### src/rtl/flag_reg_pkg.sv
// Shared defaults, flag bit names and the level-width helper for the flag register stack.
package flag_reg_pkg;

    localparam int DEF_NR_OF_FLAGS = 4;
    localparam int DEF_STACK_DEPTH = 4;

    localparam int FLG_V = 0;
    localparam int FLG_C = 1;
    localparam int FLG_Z = 2;
    localparam int FLG_N = 3;

    // Bits needed to count 0..depth saved words inclusive.
    function automatic int level_w(input int depth);
        return $clog2(depth + 1);
    endfunction

endpackage

### src/rtl/flag_reg_stack_if.sv
// Control-unit <-> flag register bus. Stack_level exists only when FLAG_STACK_LEVEL_EN is defined.
interface flag_reg_stack_if
    import flag_reg_pkg::*;
#(
    parameter int NR_OF_FLAGS = DEF_NR_OF_FLAGS,
    parameter int STACK_DEPTH = DEF_STACK_DEPTH
);

    logic [NR_OF_FLAGS-1:0] Flag_in;
    logic [NR_OF_FLAGS-1:0] Flag_we;
    logic                   Clear_flg;
    logic                   Push;
    logic                   Pop;
    logic [NR_OF_FLAGS-1:0] Flag_reg;
    logic                   Stack_full;
    logic                   Stack_empty;
    logic                   Stack_err;
`ifdef FLAG_STACK_LEVEL_EN
    logic [level_w(STACK_DEPTH)-1:0] Stack_level;
`endif

    modport master (
        output Flag_in, Flag_we, Clear_flg, Push, Pop,
`ifdef FLAG_STACK_LEVEL_EN
        input  Stack_level,
`endif
        input  Flag_reg, Stack_full, Stack_empty, Stack_err
    );

    modport slave (
        input  Flag_in, Flag_we, Clear_flg, Push, Pop,
`ifdef FLAG_STACK_LEVEL_EN
        output Stack_level,
`endif
        output Flag_reg, Stack_full, Stack_empty, Stack_err
    );

endinterface

### src/rtl/flag_lifo_mem.sv
// Register-array LIFO: writes at level, reads at level-1, keeps the level counter and full/empty flags.
module flag_lifo_mem
    import flag_reg_pkg::*;
#(
    parameter int WIDTH = DEF_NR_OF_FLAGS,
    parameter int DEPTH = DEF_STACK_DEPTH
) (
    input  logic                       i_clk,
    input  logic                       i_rst,
    input  logic                       i_push,
    input  logic                       i_pop,
    input  logic [WIDTH-1:0]           i_wdata,
    output logic [WIDTH-1:0]           o_rdata,
    output logic                       o_push_ok,
    output logic                       o_pop_ok,
    output logic                       o_ovf,
    output logic                       o_udf,
    output logic                       o_full,
    output logic                       o_empty,
    output logic [level_w(DEPTH)-1:0]  o_level
);

    localparam int LEVEL_W = level_w(DEPTH);
    localparam int IDX_W   = $clog2(DEPTH);

    logic [WIDTH-1:0]   r_mem [DEPTH];
    logic [LEVEL_W-1:0] r_level;
    logic               r_full;
    logic               r_empty;

    logic               w_push_only;
    logic               w_pop_only;
    logic               w_push_ok;
    logic               w_pop_ok;
    logic [LEVEL_W-1:0] w_level_nxt;
    logic [IDX_W-1:0]   w_wr_idx;
    logic [IDX_W-1:0]   w_rd_idx;

    // Simultaneous push and pop cancel out: no stack motion and no error.
    assign w_push_only = i_push & ~i_pop;
    assign w_pop_only  = i_pop & ~i_push;
    assign w_push_ok   = w_push_only & ~r_full;
    assign w_pop_ok    = w_pop_only & ~r_empty;

    assign w_wr_idx = IDX_W'(r_level);
    assign w_rd_idx = IDX_W'(r_level - LEVEL_W'(1));

    always_comb begin
        w_level_nxt = r_level;
        if (w_push_ok) begin
            w_level_nxt = r_level + LEVEL_W'(1);
        end else if (w_pop_ok) begin
            w_level_nxt = r_level - LEVEL_W'(1);
        end
    end

    always_ff @(posedge i_clk) begin
        if (i_rst) begin
            r_level <= '0;
            r_full  <= 1'b0;
            r_empty <= 1'b1;
        end else begin
            r_level <= w_level_nxt;
            r_full  <= (w_level_nxt == LEVEL_W'(DEPTH));
            r_empty <= (w_level_nxt == '0);
        end
    end

    // Saved words need no reset; a slot is only read after it has been written.
    always_ff @(posedge i_clk) begin
        if (w_push_ok) begin
            r_mem[w_wr_idx] <= i_wdata;
        end
    end

    assign o_rdata   = r_mem[w_rd_idx];
    assign o_push_ok = w_push_ok;
    assign o_pop_ok  = w_pop_ok;
    assign o_ovf     = w_push_only & r_full;
    assign o_udf     = w_pop_only & r_empty;
    assign o_full    = r_full;
    assign o_empty   = r_empty;
    assign o_level   = r_level;

endmodule

### src/rtl/flag_reg_stack.sv
// Condition flag register with per-bit write enables, flag-only clear and a push/pop LIFO of saved flags.
// Optional FLAG_STACK_LEVEL_EN exposes the current stack level on the bus.
module flag_reg_stack
    import flag_reg_pkg::*;
#(
    parameter int NR_OF_FLAGS = DEF_NR_OF_FLAGS,
    parameter int STACK_DEPTH = DEF_STACK_DEPTH
) (
    input  logic             i_clk,
    input  logic             i_rst,
    flag_reg_stack_if.slave  io_bus
);

    logic [NR_OF_FLAGS-1:0] r_flag;
    logic                   r_err;

    logic [NR_OF_FLAGS-1:0] w_top;
    logic                   w_push_ok;
    logic                   w_pop_ok;
    logic                   w_ovf;
    logic                   w_udf;
    logic                   w_full;
    logic                   w_empty;
`ifdef FLAG_STACK_LEVEL_EN
    logic [level_w(STACK_DEPTH)-1:0] w_level;
`endif

    // The LIFO always saves the pre-update flags, so same-cycle writes land after the push.
    flag_lifo_mem #(
        .WIDTH (NR_OF_FLAGS),
        .DEPTH (STACK_DEPTH)
    ) u_lifo (
        .i_clk     (i_clk),
        .i_rst     (i_rst),
        .i_push    (io_bus.Push),
        .i_pop     (io_bus.Pop),
        .i_wdata   (r_flag),
        .o_rdata   (w_top),
        .o_push_ok (w_push_ok),
        .o_pop_ok  (w_pop_ok),
        .o_ovf     (w_ovf),
        .o_udf     (w_udf),
        .o_full    (w_full),
        .o_empty   (w_empty),
`ifdef FLAG_STACK_LEVEL_EN
        .o_level   (w_level)
`else
        .o_level   ()
`endif
    );

    always_ff @(posedge i_clk) begin
        if (i_rst) begin
            r_flag <= '0;
            r_err  <= 1'b0;
        end else begin
            if (io_bus.Clear_flg) begin
                r_flag <= '0;
            end else if (w_pop_ok) begin
                r_flag <= w_top;
            end else begin
                r_flag <= (r_flag & ~io_bus.Flag_we) | (io_bus.Flag_in & io_bus.Flag_we);
            end
            if (w_ovf || w_udf) begin
                r_err <= 1'b1;
            end
        end
    end

    // Push/pop legality is resolved inside the LIFO; only the strobes above matter here.
    logic w_unused;
    assign w_unused = w_push_ok;

    assign io_bus.Flag_reg    = r_flag;
    assign io_bus.Stack_full  = w_full;
    assign io_bus.Stack_empty = w_empty;
    assign io_bus.Stack_err   = r_err;
`ifdef FLAG_STACK_LEVEL_EN
    assign io_bus.Stack_level = w_level;
`endif

endmodule

### src/flat_wrapper.sv
// flat-port wrapper written by rule: the top's interface ports become plain ports
module flag_reg_stack_flat import flag_reg_pkg::*;
#(
    parameter int NR_OF_FLAGS = DEF_NR_OF_FLAGS,
    parameter int STACK_DEPTH = DEF_STACK_DEPTH
)
  (i_clk, i_rst, io_bus_Flag_in, io_bus_Flag_we, io_bus_Clear_flg, io_bus_Push, io_bus_Pop, io_bus_Flag_reg, io_bus_Stack_full, io_bus_Stack_empty, io_bus_Stack_err);
  flag_reg_stack_if #(.NR_OF_FLAGS(NR_OF_FLAGS), .STACK_DEPTH(STACK_DEPTH)) io_bus_i ();
  input  logic i_clk;
  input  logic i_rst;
  input wire logic [$bits(io_bus_i.Flag_in)-1:0] io_bus_Flag_in;
  input wire logic [$bits(io_bus_i.Flag_we)-1:0] io_bus_Flag_we;
  input wire logic [$bits(io_bus_i.Clear_flg)-1:0] io_bus_Clear_flg;
  input wire logic [$bits(io_bus_i.Push)-1:0] io_bus_Push;
  input wire logic [$bits(io_bus_i.Pop)-1:0] io_bus_Pop;
  output wire logic [$bits(io_bus_i.Flag_reg)-1:0] io_bus_Flag_reg;
  output wire logic [$bits(io_bus_i.Stack_full)-1:0] io_bus_Stack_full;
  output wire logic [$bits(io_bus_i.Stack_empty)-1:0] io_bus_Stack_empty;
  output wire logic [$bits(io_bus_i.Stack_err)-1:0] io_bus_Stack_err;
  assign io_bus_i.Flag_in = io_bus_Flag_in;
  assign io_bus_i.Flag_we = io_bus_Flag_we;
  assign io_bus_i.Clear_flg = io_bus_Clear_flg;
  assign io_bus_i.Push = io_bus_Push;
  assign io_bus_i.Pop = io_bus_Pop;
  assign io_bus_Flag_reg = io_bus_i.Flag_reg;
  assign io_bus_Stack_full = io_bus_i.Stack_full;
  assign io_bus_Stack_empty = io_bus_i.Stack_empty;
  assign io_bus_Stack_err = io_bus_i.Stack_err;
  flag_reg_stack #(.NR_OF_FLAGS(NR_OF_FLAGS), .STACK_DEPTH(STACK_DEPTH)) u_core (.i_clk(i_clk), .i_rst(i_rst), .io_bus(io_bus_i));
endmodule
### config.mk
export PLATFORM = sky130hd
export DESIGN_NAME = flag_reg_stack_flat
export DESIGN_NICKNAME = d
export VERILOG_FILES = /design/src/rtl/flag_reg_pkg.sv /design/src/rtl/flag_reg_stack_if.sv /design/src/rtl/flag_lifo_mem.sv /design/src/rtl/flag_reg_stack.sv /design/src/flat_wrapper.sv
export SDC_FILE = /design/constraint.sdc
export NUM_CORES = 1
export LEC_CHECK = 0
export CORE_ASPECT_RATIO = 1.25
export CORE_UTILIZATION = 35
export CTS_CLUSTER_DIAMETER = 200
export DETAILED_ROUTE_END_ITERATION = 16
export MAX_ROUTING_LAYER = met4
export PLACE_DENSITY_LB_ADDON = 0.1
export RECOVER_POWER = 25
export SETUP_SLACK_MARGIN = 0.15
export SLEW_MARGIN = 10
export SYNTH_ARGS = -nofsm -noshare
export SYNTH_HDL_FRONTEND = slang
export SYNTH_SLANG_ARGS = --single-unit
### constraint.sdc
create_clock -name i_clk -period 1.9 [get_ports i_clk]
set_input_delay 0.38 -clock i_clk [delete_from_list [all_inputs] [get_ports i_clk]]
set_output_delay 0.38 -clock i_clk [all_outputs]
set_load 0.01 [all_outputs]
==> Yosys cells after proc, flatten, opt, wreduce, memory -nomap -nowiden <==
Memory sizes are Yosys's and may differ from the RTL's.
Cells that the tools add are included.
{ "word_totals": {"elab_cells": 31, "inputBits": 13, "mem_bits_rw": 16, "output_inout_bits": 7, "ff_bits": 10, "n_memories": 1} }
{ "classes": {"n_mux": 5, "n_bitwise": 14, "eq_ne": 1, "n_addsub": 2, "n_reduce_logical": 3} }
{ "mem_list": {"columns": ["memory", "depth", "width", "read_ports", "rd_clocked_by_memory_dff", "write_ports", "line", "source"], "rows": [
  ["u_core.u_lifo.r_mem", 4, 4, 1, 0, 1, "flag_lifo_mem.sv:26", "logic [WIDTH-1:0] r_mem [DEPTH];"]
]} }
{ "ops": {"columns": ["operator", "count"], "rows": [
  ["4-bit AND", 2],
  ["1-bit AND", 6],
  ["3-bit two-way mux", 2],
  ["4-bit two-way mux", 1],
  ["1-bit NOT", 4],
  ["4-bit NOT", 1],
  ["4-bit bitwise OR", 1],
  ["3-bit by 1-bit adder with 3-bit output (second input constant)", 1],
  ["3-bit equality test (second input constant)", 1],
  ["3-bit logical NOT", 1],
  ["3-bit by 1-bit subtractor with 3-bit output (second input constant)", 1],
  ["1-bit two-way mux", 2],
  ["2-bit OR reduction", 1],
  ["1-bit logical OR", 1]
]} }

==> Logic depth before layout (Yosys ltp) <==
{ "depth": {"ltp_word": 6, "ltp_mapped": 7, "mapped_depth_nobuf": 6} }

==> By module <==
A second synthesis with hierarchy kept.
{ "unflattened": {"hier_cells": 82, "area_unflattened_um2": 1217.4} }
{ "modules_own_cells": {"columns": ["mod", "instances", "cells_per_inst", "seq_area_each_um2", "area_per_inst_um2"], "rows": [
  ["flag_lifo_mem", 1, 62, 580.6, 974.7],
  ["flag_reg_stack", 1, 20, 100.1, 242.7]
]} }

==> Worst setup path before layout <==
Ideal clock, no wire load.
{ "synth_timing": {"kind": "register -> register", "start": "reg u_core.u_lifo.r_level[0], in the netlist u_core.u_lifo.o_level[0]", "end": "reg (tool-made name)", "t_required_ps": 1785, "path_buffers": 1, "arrival_ps": 1610, "period_less_slack_ps": 1725, "setup_slack_ps": 175, "setup_ps": 115, "stages_incl_launch_ff": 7, "path_cell_list": "dfxtp_1 > clkbuf_2 > inv_1 > ha_1 > mux4_2 > nor2_1 > a2111oi_0"} }
{ "synth_lines": {"columns": ["element", "line", "source"], "rows": [
  ["start: declaration", "flag_lifo_mem.sv:27", "logic [LEVEL_W-1:0] r_level;"],
  ["start signal: assignment", "flag_lifo_mem.sv:63", "r_level <= w_level_nxt;"]
]} }

==> results.md <==
* Status: finished clean
* Start of the worst register-to-register path: u_core.u_lifo.o_level[1]
* Critical path capture point type: output port
* Cell variety after synth at 29
* Commonest non-fill, non-tap cell in the layout: clkdlybuf4s50_1
* Yosys top cell by area: edfxtp_1
* Startpoint Class: register
* Die height at between 60 and 70 microns
* Met3 Resource Use GR at 2.069%
* Syn_nets at 97
* Antenna Cells at 0
* Nets at 126
* Total grt overflow at 0
* Syn_area_per_cell at 14.42 sq um
* Total clock sinks at 26
* Root Driver: clkbuf_4
* PortBufs at 19
* Post-CTS Resized at 0
* Gate Count Post-Synth at 80
* Power Total at 1.120 mW
* CP top delay family: buffers and inverters
* Worst hold path class: register to register
* Dominant cells by area after synthesis: edfxtp_1, dfxtp_1, mux4_2, ha_1, mux2i_1
* Leakage power at between 0.5 and 0.6 nW
* Ys async rst share at 0%
* Core ar. at ~0.0030 sq mm
* Yosys warning count at 0
* Total length of routed wires at between 2000 and 2500 microns
* DRT iter0 DRCs at 7
* Post-CTS setup buffer count at 0
* Hold Path Depth at 2
* Met1 GRT Util at around 16%
* Syn-to-layout area delta at 26.79%
* Worst reg-to-reg path cell count at 5
* Post-synthesis sequential area ratio at 59.00%
* Number of flops mapped to enable cells by yosys at 16
* CTS tree: yes
* Die ar. at 0.003531 sq mm
* Share of the synthesized area in the top cell type at 41.65%
* Max_cap viols at 0
* Max IR drop VDD at 442.8 uV
* Clock latency on the worst-skew pair at 310 ps
* Die Wd at 53.35 microns
* Gpl congestion at 0.7436
* Num rows at 22
* Main flop type after synthesis: edfxtp_1
* Critical-path top delay cell: clkdlybuf4s50_1
* Max incr delay on CP at 570 ps
* Layout cells sized above 1 at 19.44%
* First-pass GRT wire length at 3560 microns
* Worst-path maximum fanout at 6
* Fill cells at 293
* RSZ-0062 raised after global routing: yes
* Seq cells post-synth at 26
* Final setup viols at 0
* Syn Std Cell Area at between 0.001 and 0.0015 sq mm
* PD cells at roughly 770 mW/mm^2
* DRC Markers at 0
* CP arrival at 1310 ps
* Setup Skew at around 3.7 ps
* WS Path Type: register to output port
* Finished Cell Area at 0.001463 sq mm
* Slew Viols, Final at 0
* Min-delay src: u_core.u_lifo.o_full
* Critical-path cell list: clkdlybuf4s50_1
* Dpl hpwl at 1691 microns
* Cell depth of the worst setup path at 1
* Vias at approximately 750
* Pin count of the biggest net entering global routing at 15
* Antenna-violating nets left at 0
* Number of global-route vias before repair at ~770
* Vias per cell at 5.181
* Reg clk slew, reported paths at roughly 130 ps
* Max H-tree Level at 1
* CP bufs+invs at 1
* Tot GR Track Use at between 15 and 20%
* Starting Density at about two fifths
* CTS Buffer Depth at 2
* Post-CTS Hold Buffers at 0
* Initial antenna violation count at 0
* GRT busiest layer: met2
* I/O Pins at 20
* Most frequent cells in the layout: clkdlybuf4s50_1, edfxtp_1, dfxtp_1, buf_4, nor2_1
* Met2 Use GR at 26.88%
* Dpl cell area at between 0.001 and 0.0015 sq mm
* Worst Path Required at ~1500 ps
* FMAX at 0.5918 GHz
* Slew margin rel. at 75.11%
* Worst-Margin Slew at 372.5 ps
* CTS buffer count at 3
* DRT Pass-1 Iters at 4
* Drt wl/cell at 15.37 microns
* Hold Fails Final Rpt at 0
* Post-layout min period at 1690 ps
* Final Cycle Share at 88.93%
## per-layer routing
layer  vias up  share of wire (%)
li1        360                  -
met1       373                 39
met2         9                 57
met3         4                2.0
met4         0                1.6
met5         -                  0
## cells in the mapped netlist (2+ instances only)
library cell / instances
edfxtp_1: 16
dfxtp_1: 10
nor2_1: 8
a2111oi_0: 4
and3_1: 4
ha_1: 4
inv_1: 4
mux2i_1: 4
mux4_2: 4
a21oi_1: 2
a31oi_1: 2
## power breakdown
group | switching [mW] | internal (mW) | total [mW]
clock | 0.146 | 0.0818 | 0.228
sequential | 0.0189 | 0.629 | 0.648
combinational | 0.106 | 0.138 | 0.244
## per-stage QoR
| step | util [%] | hold WS, ps | std cells | setup slack, ps | TNS (ps) |
|---|---|---|---|---|---|
| floorplan | - | 469.7 | 80 | 175.4 | 0 |
| global placement | 47.27 | 513.5 | 140 | -5.588 | -21.92 |
| detailed placement | 47.27 | 514.4 | 140 | -36.06 | -194.6 |
| CTS | 48.14 | 534.4 | 144 | 177.4 | 0 |
| global route | 48.31 | 557.9 | 144 | 125.7 | 0 |
| finish | 48.31 | 536.2 | 144 | 210.3 | 0 |
## kinds of logic (layout without fill, tap and decap cells)
| group | count (synthesis) | after routing | share of synthesized area, % |
|---|---|---|---|
| buf+inv | 8 | 36 | 3.469 |
| mux | 8 | 8 | 11.28 |
| flops | 26 | 26 | 59.00 |
| fa+ha+maj | 4 | 4 | 4.339 |
| compound gates | 13 | 13 | 9.219 |
| xor+xnor | 2 | 2 | 3.146 |
| simple gates | 19 | 19 | 9.545 |
## worst min-delay path: cells and delay by family (launching register included)
family,cells,cell delay (ps)
AO/OA/AOI/OAI,1,60
AND/OR/NAND/NOR,1,90
flip-flops,1,360
## path summary, 6_finish.rpt
| kind | endpoint | slack, ps |
|---|---|---|
| min | u_core.io_bus.Stack_err | 540 |
| max | io_bus_Flag_reg[0] | 210 |
| max reg2reg | register | 280 |
| min reg2reg | u_core.io_bus.Stack_err | 540 |
## cell type report
cell class	instances	area (sq um)	area share, %
Clock buffer	4	26.28	1.796
Inverter	4	15.01	1.027
Multi-Input combinational cell	46	436.7	29.85
Sequential cell	26	681.9	46.62
Tap cell	36	45.04	3.080
Timing Repair Buffer	28	257.7	17.62
No activity file was read; power rests on OpenSTA's default activity.
